==> config.mk <==
export PLATFORM = sky130hd
export DESIGN_NAME = i2f48_pipe
export DESIGN_NICKNAME = d
export VERILOG_FILES = /design/src/rtl/i2f48_pipe.sv
export SDC_FILE = /design/constraint.sdc
export NUM_CORES = 1
export LEC_CHECK = 0
export BUFFER_PORTS_ARGS = -buffer_cell sky130_fd_sc_hd__buf_2
export CORE_MARGIN = 2
export CORE_UTILIZATION = 60
export CTS_BUF_LIST = sky130_fd_sc_hd__clkbuf_4 sky130_fd_sc_hd__clkbuf_8
export DETAILED_ROUTE_END_ITERATION = 10
export PLACE_DENSITY = 0.8
export SLEW_MARGIN = 30
export SYNTH_ARGS = -nofsm -noshare
export SYNTH_HDL_FRONTEND = slang
export SYNTH_SLANG_ARGS = --single-unit
==> constraint.sdc <==
create_clock -name clk -period 13.35 [get_ports clk]
set_clock_uncertainty 0.2 [all_clocks]
set_input_delay 0.6675 -clock clk [delete_from_list [all_inputs] [get_ports clk]]
set_output_delay 0.6675 -clock clk [all_outputs]
set_load 0.02 [all_outputs]
==> src/rtl/i2f48_pipe.sv <==
// i2f48_pipe: 3-stage pipelined 48-bit integer to fp48 converter with valid/ready flow control.
// Define I2F48_RM_EN to add the rm port and the directed rounding modes; the default build is RNE only.
module i2f48_pipe #(
   parameter int WID  = 48,
   parameter int EXPW = 11,
   parameter int BIAS = 1023
) (
   input  logic           clk,
   input  logic           rst_n,
   input  logic           in_valid,
   output logic           in_ready,
   input  logic           op,
   input  logic [WID-1:0] i,
`ifdef I2F48_RM_EN
   input  logic [2:0]     rm,
`endif
   output logic           out_valid,
   input  logic           out_ready,
   output logic [WID-1:0] o,
   output logic           inexact
);
   localparam int MW  = WID - EXPW;   // kept mantissa bits, hidden bit included
   localparam int GB  = WID - MW - 1; // guard bit position in the normalized magnitude
   localparam int LZW = $clog2(WID + 1);

   function automatic logic [LZW-1:0] lzc(input logic [WID-1:0] v);
      logic [LZW-1:0] n;
      logic           found;
      n     = {LZW{1'b0}};
      found = 1'b0;
      for (int k = WID - 1; k >= 0; k--) begin
         found = found | v[k];
         n     = n + {{(LZW-1){1'b0}}, ~found};
      end
      return n;
   endfunction

   logic           adv_s;
   logic           sgn_s;
   logic [WID-1:0] mag_s;

   logic           v1_r, sgn1_r, zero1_r;
   logic [WID-1:0] mag1_r;
   logic           v2_r, sgn2_r, zero2_r;
   logic [WID-1:0] nm2_r;
   logic [EXPW-1:0] e2_r;
`ifdef I2F48_RM_EN
   logic [2:0]     rm1_r, rm2_r;
`endif

   logic [LZW-1:0]  lz_s;
   logic [WID-1:0]  nm_s;
   logic [EXPW-1:0] e_s;

   logic [MW-1:0]   mant_s;
   logic            g_s, st_s, inx_s, inc_s;
   logic [MW:0]     sum_s;
   logic [EXPW-1:0] ex_s;
   logic [MW-2:0]   frac_s;
   logic [WID-1:0]  res_s;
   logic            resx_s;

   assign adv_s    = ~out_valid | out_ready;
   assign in_ready = adv_s;

   assign sgn_s = op & i[WID-1];
   assign mag_s = sgn_s ? (~i + {{(WID-1){1'b0}}, 1'b1}) : i;

   // Stage 1: capture sign, magnitude and zero flag of the accepted operand.
   always_ff @(posedge clk or negedge rst_n) begin
      if (!rst_n) begin
         v1_r    <= 1'b0;
         sgn1_r  <= 1'b0;
         zero1_r <= 1'b0;
         mag1_r  <= {WID{1'b0}};
`ifdef I2F48_RM_EN
         rm1_r   <= 3'd0;
`endif
      end else if (adv_s) begin
         v1_r <= in_valid;
         if (in_valid) begin
            sgn1_r  <= sgn_s;
            zero1_r <= (i == {WID{1'b0}});
            mag1_r  <= mag_s;
`ifdef I2F48_RM_EN
            rm1_r   <= rm;
`endif
         end
      end
   end

   assign lz_s = lzc(mag1_r);
   assign nm_s = mag1_r << lz_s;
   assign e_s  = EXPW'(BIAS + WID - 1) - {{(EXPW-LZW){1'b0}}, lz_s};

   // Stage 2: normalized magnitude and unrounded biased exponent.
   always_ff @(posedge clk or negedge rst_n) begin
      if (!rst_n) begin
         v2_r    <= 1'b0;
         sgn2_r  <= 1'b0;
         zero2_r <= 1'b0;
         nm2_r   <= {WID{1'b0}};
         e2_r    <= {EXPW{1'b0}};
`ifdef I2F48_RM_EN
         rm2_r   <= 3'd0;
`endif
      end else if (adv_s) begin
         v2_r <= v1_r;
         if (v1_r) begin
            sgn2_r  <= sgn1_r;
            zero2_r <= zero1_r;
            nm2_r   <= nm_s;
            e2_r    <= e_s;
`ifdef I2F48_RM_EN
            rm2_r   <= rm1_r;
`endif
         end
      end
   end

   // Stage 3 datapath: rounding increment, carry renormalization and packing.
   always_comb begin
      mant_s = nm2_r[WID-1 -: MW];
      g_s    = nm2_r[GB];
      st_s   = |nm2_r[GB-1:0];
      inx_s  = g_s | st_s;
`ifdef I2F48_RM_EN
      case (rm2_r)
         3'd1:    inc_s = 1'b0;
         3'd2:    inc_s = sgn2_r & inx_s;
         3'd3:    inc_s = ~sgn2_r & inx_s;
         3'd4:    inc_s = g_s;
         default: inc_s = g_s & (st_s | mant_s[0]);
      endcase
`else
      inc_s = g_s & (st_s | mant_s[0]);
`endif
      sum_s = {1'b0, mant_s} + {{MW{1'b0}}, inc_s};
      if (sum_s[MW]) begin
         frac_s = sum_s[MW-1:1];
         ex_s   = e2_r + {{(EXPW-1){1'b0}}, 1'b1};
      end else begin
         frac_s = sum_s[MW-2:0];
         ex_s   = e2_r;
      end
      if (zero2_r) begin
         res_s  = {WID{1'b0}};
         resx_s = 1'b0;
      end else begin
         res_s  = {sgn2_r, ex_s, frac_s};
         resx_s = inx_s;
      end
   end

   // Stage 3 register: the result is held while the consumer stalls.
   always_ff @(posedge clk or negedge rst_n) begin
      if (!rst_n) begin
         out_valid <= 1'b0;
         o         <= {WID{1'b0}};
         inexact   <= 1'b0;
      end else if (adv_s) begin
         out_valid <= v2_r;
         if (v2_r) begin
            o       <= res_s;
            inexact <= resx_s;
         end
      end
   end
endmodule

======== Word-level counts from Yosys, hierarchy flattened ========
Index checks and enable logic that the tools add are counted.
operators by class
  add/subtract/negate cells ............... 51
  multipliers ............................. 0
  divide/modulo/power cells ............... 0
  order comparisons ....................... 0
  equal/unequal tests ..................... 0
  shifts and indexed selects .............. 1
  multiplexer cells ....................... 5
  bitwise operators ....................... 102
  reductions and logical operators ........ 5
operators by type and width
  operator                                           count
  adder 6 x 1 -> 6 bit                               42
  2-to-1 mux 48 bit                                  2
  bitwise OR 1 bit                                   50
  inverter 1 bit                                     49
  adder 48 x 1 -> 48 bit, second input constant      1
  zero test 48 bit                                   1
  inverter 48 bit                                    1
  << shifter 48 x 6 -> 48 bit                        1
  adder 37 x 1 -> 38 bit                             1
  2-to-1 mux 36 bit                                  1
  adder 11 x 1 -> 11 bit, second input constant      1
  2-to-1 mux 11 bit                                  1
  subtractor 11 x 6 -> 11 bit, first input constant  1
  OR reduction 10 bit                                1
  adder 5 x 1 -> 6 bit                               1
  AND reduction 2 bit                                3
  adder 4 x 1 -> 5 bit                               1
  adder 3 x 1 -> 4 bit                               1
  adder 2 x 1 -> 3 bit                               1
  adder 1 x 1 -> 2 bit                               1
  AND 1 bit                                          2
  2-to-1 mux 1 bit                                   1
word-level totals
  register bits ........................... 163
  bits in latches ......................... 0
  RAM bits ................................ 0
  ROM bits ................................ 0
  input bits .............................. 53
  output and inout bits ................... 51
  word-level logic and storage cells ...... 176
  memories kept ........................... 0

======== Depth between registers and ports, before layout ========
  word-level depth ........................ 50
  mapped depth ............................ 31

======== Worst setup path before layout ========
Ideal clock, no wire load.
  path kind ............................... register to register
  start point ............................. register mag1_r[46]
  end point ............................... register nm2_r[35]
  setup time .............................. 0.138 ns
  arrival time ............................ 8.252 ns
  slack ................................... 4.760 ns
  stages on the path, launching flop included .. 28
  buffers on the path ..................... 4
  clock period less this slack ............ 8.590 ns
  cells stage by stage .................... dfrtp_1 > or4_4 > nor4_4 > nand4bb_1 > buf_2 > or4_4 > or2_2 > fa_1 > inv_1 > fa_1 > inv_1 > fa_1 > fa_1 > fa_1 > fa_1 > inv_1 > fa_1 > ha_1 > inv_1 > fa_1 > buf_2 > buf_2 > buf_2 > mux2i_1 > mux2i_1 > mux4_2 > a222oi_1 > o21ai_0
between the ends
  longest elaborated chain between the ends .. 50
  elaborated cells between the ends (all ways) .. 142
  classes of those cells .................. add/sub (47); shift (1); bitwise (94)
ends and longest elaborated chain
  item                                                              line    source
  start: declaration                                                43      logic [WID-1:0] mag1_r;
  start signal: assignment                                          75      mag1_r <= {WID{1'b0}};
  start signal: assignment                                          84      mag1_r <= mag_s;
  bitwise OR 1 bit                                                  32      found = found | v[k];
  inverter 1 bit or bitwise OR 1 bit (tied branches)                33, 32
  adder 1 x 1 -> 2 bit, or another cell as far along                33      n = n + {{(LZW-1){1'b0}}, ~found};
  adder 2 x 1 -> 3 bit, or another cell as far along                33
  adder 3 x 1 -> 4 bit, or another cell as far along                33
  adder 4 x 1 -> 5 bit, or another cell as far along                33
  adder 5 x 1 -> 6 bit, or another cell as far along                33
  adder 6 x 1 -> 6 bit, or another cell as far along (40 in a row)  33
  adder 6 x 1 -> 6 bit or inverter 1 bit (tied branches)            33
  adder 6 x 1 -> 6 bit                                              33
  << shifter 48 x 6 -> 48 bit (*)                                   93      assign nm_s = mag1_r << lz_s;
  end signal: assignment                                            102     nm2_r <= {WID{1'b0}};
  end signal: assignment                                            112     nm2_r <= nm_s;
  end: declaration                                                  45      logic [WID-1:0] nm2_r;
Every way passes the cells marked *; elsewhere a longest branch is shown, timed or not.
A chain may end at the register's enable or synchronous reset.

======== Worst setup path in the final report ========
  start point ............................. register mag1_r[46]
  end point ............................... register nm2_r[46]
Same word-level chain as after synthesis.

==> flow_summary.ini <==
[setup_path]
cp-start-kind = flip-flop
critical_path_buf_inv_count = 6
cp-startpoint = mag1_r[46]$_DFFE_PN0P_
crit_family = adder cells
crit_slowest_cell = fa_2
worst-path-stages = 27
max_stage_delay_ns = 0.98
worstReg2RegStart = mag1_r[46]$_DFFE_PN0P_
end_kind = flip-flop
r2r_cells = 27
critPathRequiredTime_ns = 13.50
cpMostUsedCell = fa_1
worstPathMaxFanout = 38
critPathArrivalTime_ns = 10.05
worstSetupPathType = flip-flop to flip-flop

[global_routing]
grt_pass1_wl_mm = 54.43
grt_max_degree = 101
overflow = 0
grt_use_total = 0.3138
antenna_found_initial = 0
grt_pass1_vias = 10020

[synth]
netlist_top_cells_area = dfrtp_1, mux2i_1, fa_1
yosysTopAreaCell = dfrtp_1
synth-edff-count = 0
synth_cell_type_count = 77
yosysMostFrequentCell = nand2_1
yosys_most_used_dff = dfrtp_1
synthTopCellsByCount = nand2_1, dfrtp_1, o21ai_0
syn_area_per_cell_um2 = 9.331
yosysTopAreaCellShare = 0.3289
ys_ff_latch = 163
syn_area_um2 = 12400
async_flop_share = 1.000
synth_warnings = 0
synthCells = 1329
yosysSeqAreaShare = 0.3289
syn_nets = 1436

[clock_tree]
clock-sinks = 163
cts_setup_buffers = 0
clkSlewWorstSetupHoldPaths_ns = 0.10
root_buffer = clkbuf_8
numCtsBuffers = 17
cts_hold_buf = 0
cts_tree = done
clk_latency_ns = 0.48
max-clock-path-buffers = 2
cts-resized-gates = 0
htreeDepth = 4

[floorplan]
core_um2 = 20230
die-area_um2 = 21830
die_w_um = 147.8
chipHeight_um = 147.8
initial_utilization = 0.6128
rows = 52
ios = 104

[drt]
vias_per_cell = 6.270
route.detailed.drc = 0
wl_per_cell_um = 19.90
antenna_left = 0
postRouteWirelength_mm = 33.20
vias = 10460
first_iter_violations = 968
dr.pass1.iters = 5

[pwr]
total_power_uw = 3996
power.density_nw_per_um2 = 295.0
vdd_drop_max_mv = 0.1627
p_leak_uw = 0.006125

[place]
place_congestion = 0.9494
dp_hpwl_mm = 25.04
io_buffers = 103
postPlaceCellArea_um2 = 13080

[sta]
max_slew_margin = 0.3911
rsz0062_at_grt = no
setup_viol = 0
fmax_ghz = 0.1009
hold_viol_final = 0
fin_crit_sh = 0.7421
finalMaxSlewViolations = 0
fin_setup_tns_ns = 0
period_needed_ns = 9.907
tightestPinTransition_ns = 0.9134

[layout]
final_nets = 1492
fillCellCount = 1695
antenna_cells = 0
areaGrowthSynthToFinish_pct = 9.212
design_area_um2 = 13540
drive_gt1_frac = 0.1795

[job]
drv_cap = 0

[worst_hold_path]
min_path_type = primary input to asynchronous set/reset pin

[run_status]
run_status = completed
[worst paths after layout]
| check | end | slack (ns) |
|---|---|---|
| max | nm2_r[46]$_DFFE_PN0P_ | 3.44 |
| min | o[47]$_DFFE_PN0P_ | 0.05 |
| max reg2reg | nm2_r[46]$_DFFE_PN0P_ | 3.44 |
| min in group clk | zero1_r$_DFFE_PN0P_ | 0.22 |
| max in group asynchronous | mag1_r[2]$_DFFE_PN0P_ | 11.55 |
| min reg2reg | out_valid$_DFFE_PN0N_ | 0.28 |
[state kept, by name (all words and copies together), names as in the netlist]
name / count
e2_r: 11
zero1_r: 1
v2_r: 1
inexact: 1
sgn2_r: 1
zero2_r: 1
v1_r: 1
o: 48
mag1_r: 48
sgn1_r: 1
nm2_r: 48
out_valid: 1
[metrics by stage]
stage | cells | hold slack (ns) | setup WS, ns | util
2_1_floorplan | 1329 | 0.1719 | 4.760 | -
6_report | 1668 | 0.04778 | 3.443 | 0.6693
3_3_place_gp | 1636 | 0.2528 | 3.710 | 0.6458
5_1_grt | 1668 | 0.1309 | 3.051 | 0.6693
3_5_place_dp | 1636 | 0.2571 | 3.530 | 0.6462
4_1_cts | 1668 | 0.1210 | 3.510 | 0.6688
[layout by cell type (no fill, tap or decap), types with 11 or more instances in the layout]
cell / count
o21ai_0: 111
mux4_2: 30
xnor2_1: 62
nand2b_1: 12
mux2i_1: 93
dfrtp_1: 163
nand3_1: 47
nand4_1: 13
nor4_1: 11
a31oi_1: 18
inv_1: 70
ha_1: 15
nand2_1: 166
fa_1: 37
xor2_1: 24
clkbuf_8: 18
a21oi_1: 41
a22o_1: 26
buf_4: 16
and3_1: 12
mux2_2: 32
buf_2: 102
or3_1: 13
nor2_1: 63
nor3_1: 32
[kinds of logic (layout without fill, tap and decap cells)]
logic type               Yosys count  after routing  share of synthesized area
AND/OR/NAND/NOR                  436            436                     0.1780
AO/OA/AOI/OAI                    279            279                     0.1441
flip-flops                       163            163                     0.3289
multiplexers                     155            155                     0.1586
buffers and inverters            154            223                    0.05075
XOR/XNOR                          88             88                    0.06215
adder cells (fa/ha/maj)           54             54                    0.07749
[area by class of cell]
| cell class | count | area [um2] | area share |
|---|---|---|---|
| clock buffer | 18 | 241.5 | 0.01783 |
| inverter | 72 | 270.3 | 0.01996 |
| multi-input combinational | 1012 | 7754 | 0.5725 |
| timing repair buffer | 119 | 644.4 | 0.04758 |
| tap | 270 | 337.8 | 0.02494 |
| clock inverter | 14 | 216.5 | 0.01598 |
| sequential | 163 | 4079 | 0.3012 |
[routing by layer]
| metal | vias to the layer above | track usage | routed length (um) | share of wire |
|---|---|---|---|---|
| met1 | 5026 | 0.4244 | 14140 | 0.43 |
| met2 | 459 | 0.5107 | 15670 | 0.47 |
| li1 | 4880 | - | - | - |
| met3 | 93 | 0.04352 | 2054 | 0.062 |
| met4 | 0 | 0.1346 | 1340 | 0.040 |
| met5 | - | 0 | 0 | 0 |
[where the power goes]
| group | switching (uW) | internal (uW) | total (uW) |
|---|---|---|---|
| clock | 214 | 213 | 427 |
| combinational | 1530 | 1130 | 2660 |
| sequential | 229 | 677 | 906 |
Power figures use the tool's default switching activity.
